==> config.mk <==
export PLATFORM = sky130hd
export DESIGN_NAME = apb_reg_file
export DESIGN_NICKNAME = d
export VERILOG_FILES = /design/src/rtl/apb_reg_file_pkg.sv /design/src/rtl/apb_reg_file_wait_ctr.sv /design/src/rtl/apb_reg_file.sv
export SDC_FILE = /design/constraint.sdc
export NUM_CORES = 1
export LEC_CHECK = 0
export CAP_MARGIN = 10
export CORE_MARGIN = 1
export CORE_UTILIZATION = 51
export DETAILED_ROUTE_END_ITERATION = 8
export MAX_ROUTING_LAYER = met4
export PLACE_DENSITY = 0.69
export SETUP_SLACK_MARGIN = 0.1
export SLEW_MARGIN = 20
export SYNTH_ARGS = -nofsm -noshare
export SYNTH_HDL_FRONTEND = slang
export SYNTH_SLANG_ARGS = --single-unit
export TNS_END_PERCENT = 10
==> constraint.sdc <==
create_clock -name PCLK -period 3.4 [get_ports PCLK]
set_input_delay 0.68 -clock PCLK [delete_from_list [all_inputs] [get_ports PCLK]]
set_output_delay 0.68 -clock PCLK [all_outputs]
set_load 0.01 [all_outputs]
==> src/rtl/apb_reg_file_pkg.sv <==
// Shared types and constants for the APB register file.
// The optional SLVERR reporting is enabled by defining APB_REG_FILE_ERR_EN.
package apb_reg_file_pkg;

  typedef enum logic [1:0] {
    StIdle,
    StWait,
    StResp
  } state_e;

  localparam int unsigned IDX_ID    = 0;
  localparam int unsigned IDX_WRCNT = 1;

  localparam logic [31:0] DEFAULT_ID_VALUE = 32'hA9B0_0001;

endpackage

==> src/rtl/apb_reg_file_wait_ctr.sv <==
// Transfer sequencer: edge-detects RegENABLE, counts wait states and emits the
// one-cycle ready pulse plus the commit strobe on the edge that enters RESP.
module apb_reg_file_wait_ctr
  import apb_reg_file_pkg::*;
#(
  parameter int unsigned WAIT_STATES = 1
) (
  input  logic PCLK,
  input  logic PRESETn,
  input  logic enable,
  output logic rdy_pulse,
  output logic commit_en
);

  localparam logic [3:0] CntLoad = (WAIT_STATES == 0) ? 4'd0 : 4'(WAIT_STATES - 1);

  state_e     state_q, state_d;
  logic [3:0] cnt_q, cnt_d;
  logic       enable_q;
  logic       start;

  assign start = enable & ~enable_q;

  always_ff @(posedge PCLK or negedge PRESETn) begin
    if (!PRESETn) begin
      state_q  <= StIdle;
      cnt_q    <= 4'd0;
      enable_q <= 1'b0;
    end else begin
      state_q  <= state_d;
      cnt_q    <= cnt_d;
      enable_q <= enable;
    end
  end

  always_comb begin
    state_d = state_q;
    cnt_d   = cnt_q;
    unique case (state_q)
      StIdle: begin
        if (start) begin
          if (WAIT_STATES == 0) begin
            state_d = StResp;
          end else begin
            state_d = StWait;
            cnt_d   = CntLoad;
          end
        end
      end
      // Dropping enable mid-wait abandons the transfer without any side effect.
      StWait: begin
        if (!enable) begin
          state_d = StIdle;
        end else if (cnt_q == 4'd0) begin
          state_d = StResp;
        end else begin
          cnt_d = cnt_q - 4'd1;
        end
      end
      StResp:  state_d = StIdle;
      default: state_d = StIdle;
    endcase
  end

  always_comb begin
    rdy_pulse = (state_q == StResp);
    commit_en = (state_q != StResp) && (state_d == StResp);
  end

endmodule

==> src/rtl/apb_reg_file.sv <==
// Register file behind the APB slave: ID register, committed-write counter and
// byte-strobed R/W registers. Define APB_REG_FILE_ERR_EN to report SLVERR.
module apb_reg_file
  import apb_reg_file_pkg::*;
#(
  parameter int unsigned ADDR_WIDTH = 32,
  parameter int unsigned DATA_WIDTH = 32,
  parameter int unsigned STRB_WIDTH = DATA_WIDTH / 8,
  parameter int unsigned NUM_REGS = 16,
  parameter int unsigned WAIT_STATES = 1,
  parameter logic [DATA_WIDTH-1:0] ID_VALUE = DATA_WIDTH'(DEFAULT_ID_VALUE)
) (
  input  logic                  PCLK,
  input  logic                  PRESETn,
  input  logic [ADDR_WIDTH-1:0] RegADDR,
  input  logic                  RegENABLE,
  input  logic                  RegWRITE,
  input  logic [DATA_WIDTH-1:0] RegWDATA,
  input  logic [STRB_WIDTH-1:0] RegSTRB,
  output logic                  RegREADY,
  output logic [DATA_WIDTH-1:0] RegRDATA,
  output logic                  RegSLVERR
);

  localparam int unsigned IdxW    = ADDR_WIDTH - 2;
  localparam int unsigned RegIdxW = (NUM_REGS > 1) ? $clog2(NUM_REGS) : 1;

  logic [IdxW-1:0]       idx;
  logic [RegIdxW-1:0]    reg_sel;
  logic                  bad_addr;
  logic                  ro_wr;
  logic                  do_write;
  logic                  err_hit;
  logic                  rdy_pulse;
  logic                  commit_en;
  logic [DATA_WIDTH-1:0] rd_mux;

  logic [DATA_WIDTH-1:0] regs_q [NUM_REGS];
  logic [DATA_WIDTH-1:0] wr_cnt_q;
  logic [DATA_WIDTH-1:0] rdata_q;
  logic                  slverr_q;

  apb_reg_file_wait_ctr #(
    .WAIT_STATES(WAIT_STATES)
  ) u_wait_ctr (
    .PCLK     (PCLK),
    .PRESETn  (PRESETn),
    .enable   (RegENABLE),
    .rdy_pulse(rdy_pulse),
    .commit_en(commit_en)
  );

  assign idx      = RegADDR[ADDR_WIDTH-1:2];
  assign reg_sel  = idx[RegIdxW-1:0];
  assign bad_addr = (RegADDR[1:0] != 2'b00) || (idx >= IdxW'(NUM_REGS));
  assign ro_wr    = RegWRITE && (idx <= IdxW'(IDX_WRCNT));
  assign do_write = RegWRITE && !bad_addr && !ro_wr;

`ifdef APB_REG_FILE_ERR_EN
  assign err_hit = bad_addr | ro_wr;
`else
  assign err_hit = 1'b0;
`endif

  // Bad-address reads return zero whether or not errors are reported.
  always_comb begin
    rd_mux = '0;
    if (!RegWRITE && !bad_addr) begin
      if (idx == IdxW'(IDX_ID)) begin
        rd_mux = ID_VALUE;
      end else if (idx == IdxW'(IDX_WRCNT)) begin
        rd_mux = wr_cnt_q;
      end else begin
        rd_mux = regs_q[reg_sel];
      end
    end
  end

  // Indices 0 and 1 are never written; their flops stay at reset and fold away.
  always_ff @(posedge PCLK or negedge PRESETn) begin
    if (!PRESETn) begin
      for (int i = 0; i < NUM_REGS; i++) begin
        regs_q[i] <= '0;
      end
      wr_cnt_q <= '0;
    end else if (commit_en && do_write) begin
      for (int b = 0; b < STRB_WIDTH; b++) begin
        if (RegSTRB[b]) begin
          regs_q[reg_sel][8*b +: 8] <= RegWDATA[8*b +: 8];
        end
      end
      wr_cnt_q <= wr_cnt_q + DATA_WIDTH'(1);
    end
  end

  always_ff @(posedge PCLK or negedge PRESETn) begin
    if (!PRESETn) begin
      rdata_q  <= '0;
      slverr_q <= 1'b0;
    end else if (commit_en) begin
      rdata_q  <= rd_mux;
      slverr_q <= err_hit;
    end else if (rdy_pulse) begin
      rdata_q  <= '0;
      slverr_q <= 1'b0;
    end
  end

  assign RegREADY  = rdy_pulse;
  assign RegRDATA  = rdata_q;
  assign RegSLVERR = slverr_q;

`ifndef SYNTHESIS
  ready_is_pulse: assert property (@(posedge PCLK) disable iff (!PRESETn)
    RegREADY |=> !RegREADY);
  no_commit_in_resp: assert property (@(posedge PCLK) disable iff (!PRESETn)
    !(commit_en && rdy_pulse));
`endif

endmodule

# Word level (Yosys, flattened, before mapping)
# Index checks and enable logic that the tools add are counted.
# word_totals
regBits	584
in_bits	72
wordCells	94
# classes
add_sub_neg	2
order_cmp	4
n_eq_ne	8
mux	37
bitwise	3
reduce_logical	18
# op_table
cell	n
512-bit 2-to-1 mux	7
512-bit bitwise mux	4
32-bit demux with 4-bit select	4
32-bit 2-to-1 mux	8
32-bit binary-select mux with 4-bit select	1
32-bit by 1-bit adder with 32-bit output, second input constant	1
30-bit by 1-bit equality test with 1-bit output, second input constant	1
30-bit by 5-bit >= comparator with 1-bit output, second input constant	1
30-bit by 1-bit less-or-equal comparator with 1-bit output, second input constant	1
30-bit logical NOT	1
24-bit 2-to-1 mux	1
16-bit 2-to-1 mux	1
4-bit 2-to-1 mux	3
8-bit 2-to-1 mux	1
4-bit case mux with 2 select lines	1
1-bit logical AND	7
2-bit 2-to-1 mux	3
2-bit inequality test, second input constant	3
2-bit nonzero test	3
5-bit >= comparator, second input constant	1
5-bit by 1-bit < comparator with 1-bit output, second input constant	1
4-bit NOT with 5-bit output	1
2-bit equality test, second input constant	2
4-bit logical NOT	1
11 further kinds	14

# Depth between registers and ports, before layout
# Gate-level depths: netlist (run 1).
# logic_depth
depth_word	16
ltp_mapped	11

# By module
# A second synthesis (run 1) with hierarchy kept.
# unflattened
hier_cells	1792
hier_area_um2	26539.2
# by_module_without_submodules
mod	n_inst	cells_each	area_each_um2
apb_reg_file	1	1762	26176.4
apb_reg_file_wait_ctr	1	30	362.8

# Worst setup path after synthesis (run 1)
# No wires, ideal clock.
# synth_path
path_kind	input port to flip-flop
from	in RegADDR[2]
to	reg rdata_q[15], in the netlist RegRDATA[15]
arrival_ns	2.634
required_time_ns	3.274
setup_slack_ns	0.640
stages	7
n_path_buf	3
cell_sequence	buf_2 -> buf_2 -> buf_1 -> mux4_2 -> a22oi_1 -> a21oi_1 -> a221o_1
# synth_between
elab_chain_len	8
# synth_rtl
item	line_no	rtl
start: declaration	apb_reg_file.sv:15	input logic [ADDR_WIDTH-1:0] RegADDR,
branches (longest 6 deep; another with 30-bit by 5-bit >= comparator with 1-bit output)	--	
32-bit 2-to-1 mux (*)	apb_reg_file.sv:68	if (!RegWRITE && !bad_addr) begin
32-bit 2-to-1 mux (*)	apb_reg_file.sv:100	end else if (commit_en) begin
end signal: assignment	apb_reg_file.sv:101	rdata_q <= rd_mux;
end: declaration	apb_reg_file.sv:40	logic [DATA_WIDTH-1:0] rdata_q;
# Mark *: on every way between the ends. The select of a mux whose other input is x is not followed.
# A chain may end at the register's enable or synchronous reset.

# Worst setup path in the final report (run 1)
# layout_path
from	reg u_wait_ctr.cnt_q[0]
to	reg rdata_q[1], in the netlist RegRDATA[1]
# layout_between
elab_chain_len	7
# layout_rtl
item	line_no	rtl
start: declaration	apb_reg_file_wait_ctr.sv:18	logic [3:0] cnt_q, cnt_d;
start signal: assignment	apb_reg_file_wait_ctr.sv:31	cnt_q <= cnt_d;
4-bit logical NOT (*)	apb_reg_file_wait_ctr.sv:54	end else if (cnt_q == 4'd0) begin
2-bit 2-to-1 mux (*)	apb_reg_file_wait_ctr.sv:54	
2-bit 2-to-1 mux (*)	apb_reg_file_wait_ctr.sv:52	if (!enable) begin
2-bit case mux with 2 select lines (*)	apb_reg_file_wait_ctr.sv:39	unique case (state_q)
2-bit equality test (*)	apb_reg_file_wait_ctr.sv:67	commit_en = (state_q != StResp) && (state_d == StResp);
1-bit logical AND (*)	apb_reg_file_wait_ctr.sv:67	
32-bit 2-to-1 mux or 2-bit nonzero test (tied branches)	--	
# Mark *: on every way between the ends. The rest lies on a longest branch, timed or not.

==> metrics.md, run 1 <==
| Metric | Value |
|---|---|
| Slowest Stage Delay on Critical Path | `approximately 680 ps` |
| Hpwl dp | `a little under 40000 um` |
| Pin count of the biggest net entering global routing | `114` |
| Vias in the first global route | `15958` |
| Cells after synthesis | `between 1500 and 2000` |
| Reg2reg setup slack | `between 200 and 300 ps` |
| # setup viols final | `0` |
| LEAKAGE | `14.5 nW` |
| Max VDD drop | `between 400 and 500 uV` |
| Final hold vios | `0` |
| CTS H-tree lvls | `2` |
| EDFF count, synth | `0` |
| Layout Skew | `between 10 and 15 ps` |
| Min Tclk post-route | `3140 ps` |
| Rel. slew slack | `a little over a quarter` |
| Slew @ Worst Pin | `1090 ps` |
| Setup TNS | `0 ps` |
| Iteration-0 DRC Markers | `roughly 1100` |
| Count of cell types in the netlist | `48` |
| Worst-Skew Late Latency | `around 620 ps` |
| DR vias | `14939` |
| Yosys reg bits | `between 500 and 600` |
| Crit path DAT | `between 3000 and 4000 ps` |
| Maxcap violations | `0` |
| Routed len/inst | `roughly 24 um` |
| Gr ovfl total | `0` |
| Syn. warnings | `0` |
| Slew Viols, Final | `0` |
| CP max FO | `14` |
| Mapped Nets | `1789` |
| Routability cong. | `0.826` |
| DP Worst Slack | `80.9 ps` |
| Number of CTS-inserted buffers | `60` |
| Initial antenna violation count | `0` |
| Via density | `~6.0` |
| Starting Density | `roughly 52%` |
| Ports | `about 110` |
| Layout area overhead | `16.3%` |
| Critical Path End Type | `flip-flop` |
| CTS Hold Buffers Added | `0` |
| Setup CP Type | `flip-flop to flip-flop` |
| Antenna cell count | `0` |
| Ys async rst share | `100%` |
| WHS | `around 2.8 ps` |
| Register area share after synthesis | `a little under three fifths` |
| Final period util | `between 90 and 100%` |
| Die X | `roughly 230 um` |
| RSZ-0062 raised after global routing | `false` |
| Fillcell total | `around 3800` |
| Clk slew on worst S/H paths | `~60 ps` |
| Startpoint Class | `flip-flop` |
| Tot GR Track Use | `around 24%` |
| Setup ws final | `257 ps` |
| Max clock buf depth | `3` |
| Worst endpoint required time | `just under 4000 ps` |
| Pwr Density | `between 400 and 500 nW/um^2` |
| Port bufs | `between 100 and 150` |
| CP delay by family, top | `simple AND/OR/NAND/NOR gates` |
| Buf+Inv Stages, Crit Path | `3` |
| Number of core rows | `82` |
| Final WL | `59700 um` |
| Syn_area_per_cell | `~15 sq um` |
| Synth Cell Area | `26100 sq um` |
| Worst path most repeated cell | `buf_4` |
| PostCTS Resize Cnt | `0` |
| Status | `completed` |
| Core area | `a little over 50000 sq um` |
| Layout Utilization | `between 60 and 70%` |
| TritonCTS clock tree | `done` |
| Setup Buffers After CTS | `0` |
| Post-DRT Antenna Nets | `0` |
| CTS sink cnt | `a little under 600` |
| Slowest stage cell, crit path | `nor4b_1` |
| First-pass GRT wire length | `95400 um` |
| Initial DRT Pass Iterations | `4` |
| CTS root buf | `clkbuf_16` |
| Layout cell share with drive strength beyond 1 | `around 37%` |
| Max frequency | `0.318 GHz` |
| Drc violations | `0` |
| Die Ht | `228 um` |
| Die ar. | `about 52000 sq um` |
| Critical-path cell list | `inv_1 -> ha_1 -> or3b_1 -> buf_4 -> nor4b_1 -> nand4b_1 -> buf_4 -> a21oi_1 -> a221o_1` |
| Hold Path Class | `primary input to async pin` |
| Final net count | `between 1500 and 2000` |
| Synth Flop Type | `dfrtp_1` |
-- worst register-to-register path: cells and delay by family, from the launching register on --
kind	cells	cell delay, ps
DFF	1	430
adders and majority gates	1	170
AOI/OAI and AO/OA	2	490
and+or+nand+nor	3	1400
buffers and inverters	3	600
-- metal layers --
layer | share of wire [%] | wire (um) | global-route usage, %
met1 | 45 | 26600 | 33.2
met2 | 48 | 28600 | 37.7
met3 | 4.6 | 2730 | 4.28
met4 | 2.9 | 1710 | 7.40
met5 | 0 | 0 | -
-- final timing paths --
kind / startpoint / to / depth (start not counted)
setup / recovery: u_wait_ctr.cnt_q[0]$_DFFE_PN0P_ / RegRDATA[1]$_DFFE_PN0P_ / 9
hold / removal: PRESETn / regs_q[490]$_DFFE_PN0P_ / 1
setup reg to reg: u_wait_ctr.cnt_q[0]$_DFFE_PN0P_ / RegRDATA[1]$_DFFE_PN0P_ / 9
hold reg to reg: regs_q[466]$_DFFE_PN0P_ / regs_q[466]$_DFFE_PN0P_ / 0
max in group asynchronous: PRESETn / regs_q[306]$_DFFE_PN0P_ / 2
min in group PCLK: regs_q[466]$_DFFE_PN0P_ / regs_q[466]$_DFFE_PN0P_ / 0
-- report_power, final --
group,total (mW),internal [mW],switching (mW)
Combinational,0.628,0.202,0.426
Sequential,6.94,6.94,0.00297
Clock,6.97,4.30,2.67
-- synth_stat cells, types with 2 or more instances --
cell      number  area share (%)
a21oi_1       25            0.48
a221o_1       24            0.92
a22o_1         6            0.20
a22oi_1       62             1.8
and2_1         8            0.19
and3_1         6            0.14
and4_1         4            0.13
buf_1         19            0.27
buf_12         2            0.15
buf_2         14            0.27
buf_4          3           0.086
clkbuf_1     136             2.0
dfrtp_1      583              56
ha_1           3            0.14
inv_1          7            0.10
mux2_1       136             5.9
mux2_2       313              14
mux4_2       128              11
nand2_1       39            0.56
nand2b_1       6            0.14
nand3_1       20            0.38
nand3_2       24            0.92
nand3_4       20             1.3
nand4_1       13            0.31
nor2_1        24            0.35
nor2b_1        4           0.096
nor3_1        15            0.29
nor3_4         4            0.25
nor4_1         9            0.22
nor4b_1        2           0.067
o21ai_0        3           0.058
o221ai_1       7            0.24
xnor2_1       19            0.64
xor2_1        12            0.40
-- cell type report --
type	instances	area, sq um	share of cell area, %
clock buffer	94	1880	6.20
clock inverter	15	262	0.863
inverter	7	26.3	0.0867
multi-input combinational	949	10800	35.5
sequential	583	14600	48.1
tap	672	841	2.77
timing repair buffer	190	1950	6.43
-- cell families (layout without fill, tap and decap cells) --
logic type	Yosys count	count (layout)	share of synthesized area (%)
AOI/OAI and AO/OA	130	130	3.77
xor gates and xnor gates	31	31	1.04
adders and majority gates	3	3	0.144
buffers and inverters	182	306	2.88
DFF	583	583	56.0
muxes	578	578	30.5
other	1	1	0.0144
and+or+nand+nor	206	206	5.71
-- layout by cell type (no fill, tap or decap), types with 22 or more instances in the layout --
| master | n |
|---|---|
| clkbuf_8 | 23 |
| mux2_2 | 313 |
| nand3_2 | 24 |
| clkbuf_16 | 61 |
| mux4_2 | 128 |
| clkdlybuf4s50_1 | 101 |
| mux2_1 | 136 |
| a21oi_1 | 25 |
| dfrtp_1 | 583 |
| buf_4 | 66 |
| nand2_1 | 39 |
| nor2_1 | 22 |
| a22oi_1 | 62 |
| a221o_1 | 24 |
-- registers in the layout, summed over array words and instances (netlist names) --
name	count
u_wait_ctr.enable_q	1
u_wait_ctr.state_q	2
RegRDATA	32
wr_cnt_q	32
regs_q	512
u_wait_ctr.cnt_q	4
-- through the flow --
stage	instances	instance area, sq um	total power, mW
6_report	2510	30300	14.5
5_1_grt	2510	30300	15.0
4_1_cts	2510	30300	14.7
3_5_place_dp	2401	28200	7.71
3_3_place_gp	2401	28200	7.70
2_1_floorplan	1714	26100	7.31
No activity file was read; power rests on OpenSTA's default activity.
==> inputs of run 2 (changes only) <==
Settings changed: GPL_TIMING_DRIVEN from default to 1.
==> results of run 2 <==
The final DEF is identical to that of run 1; final timing and power are the same.
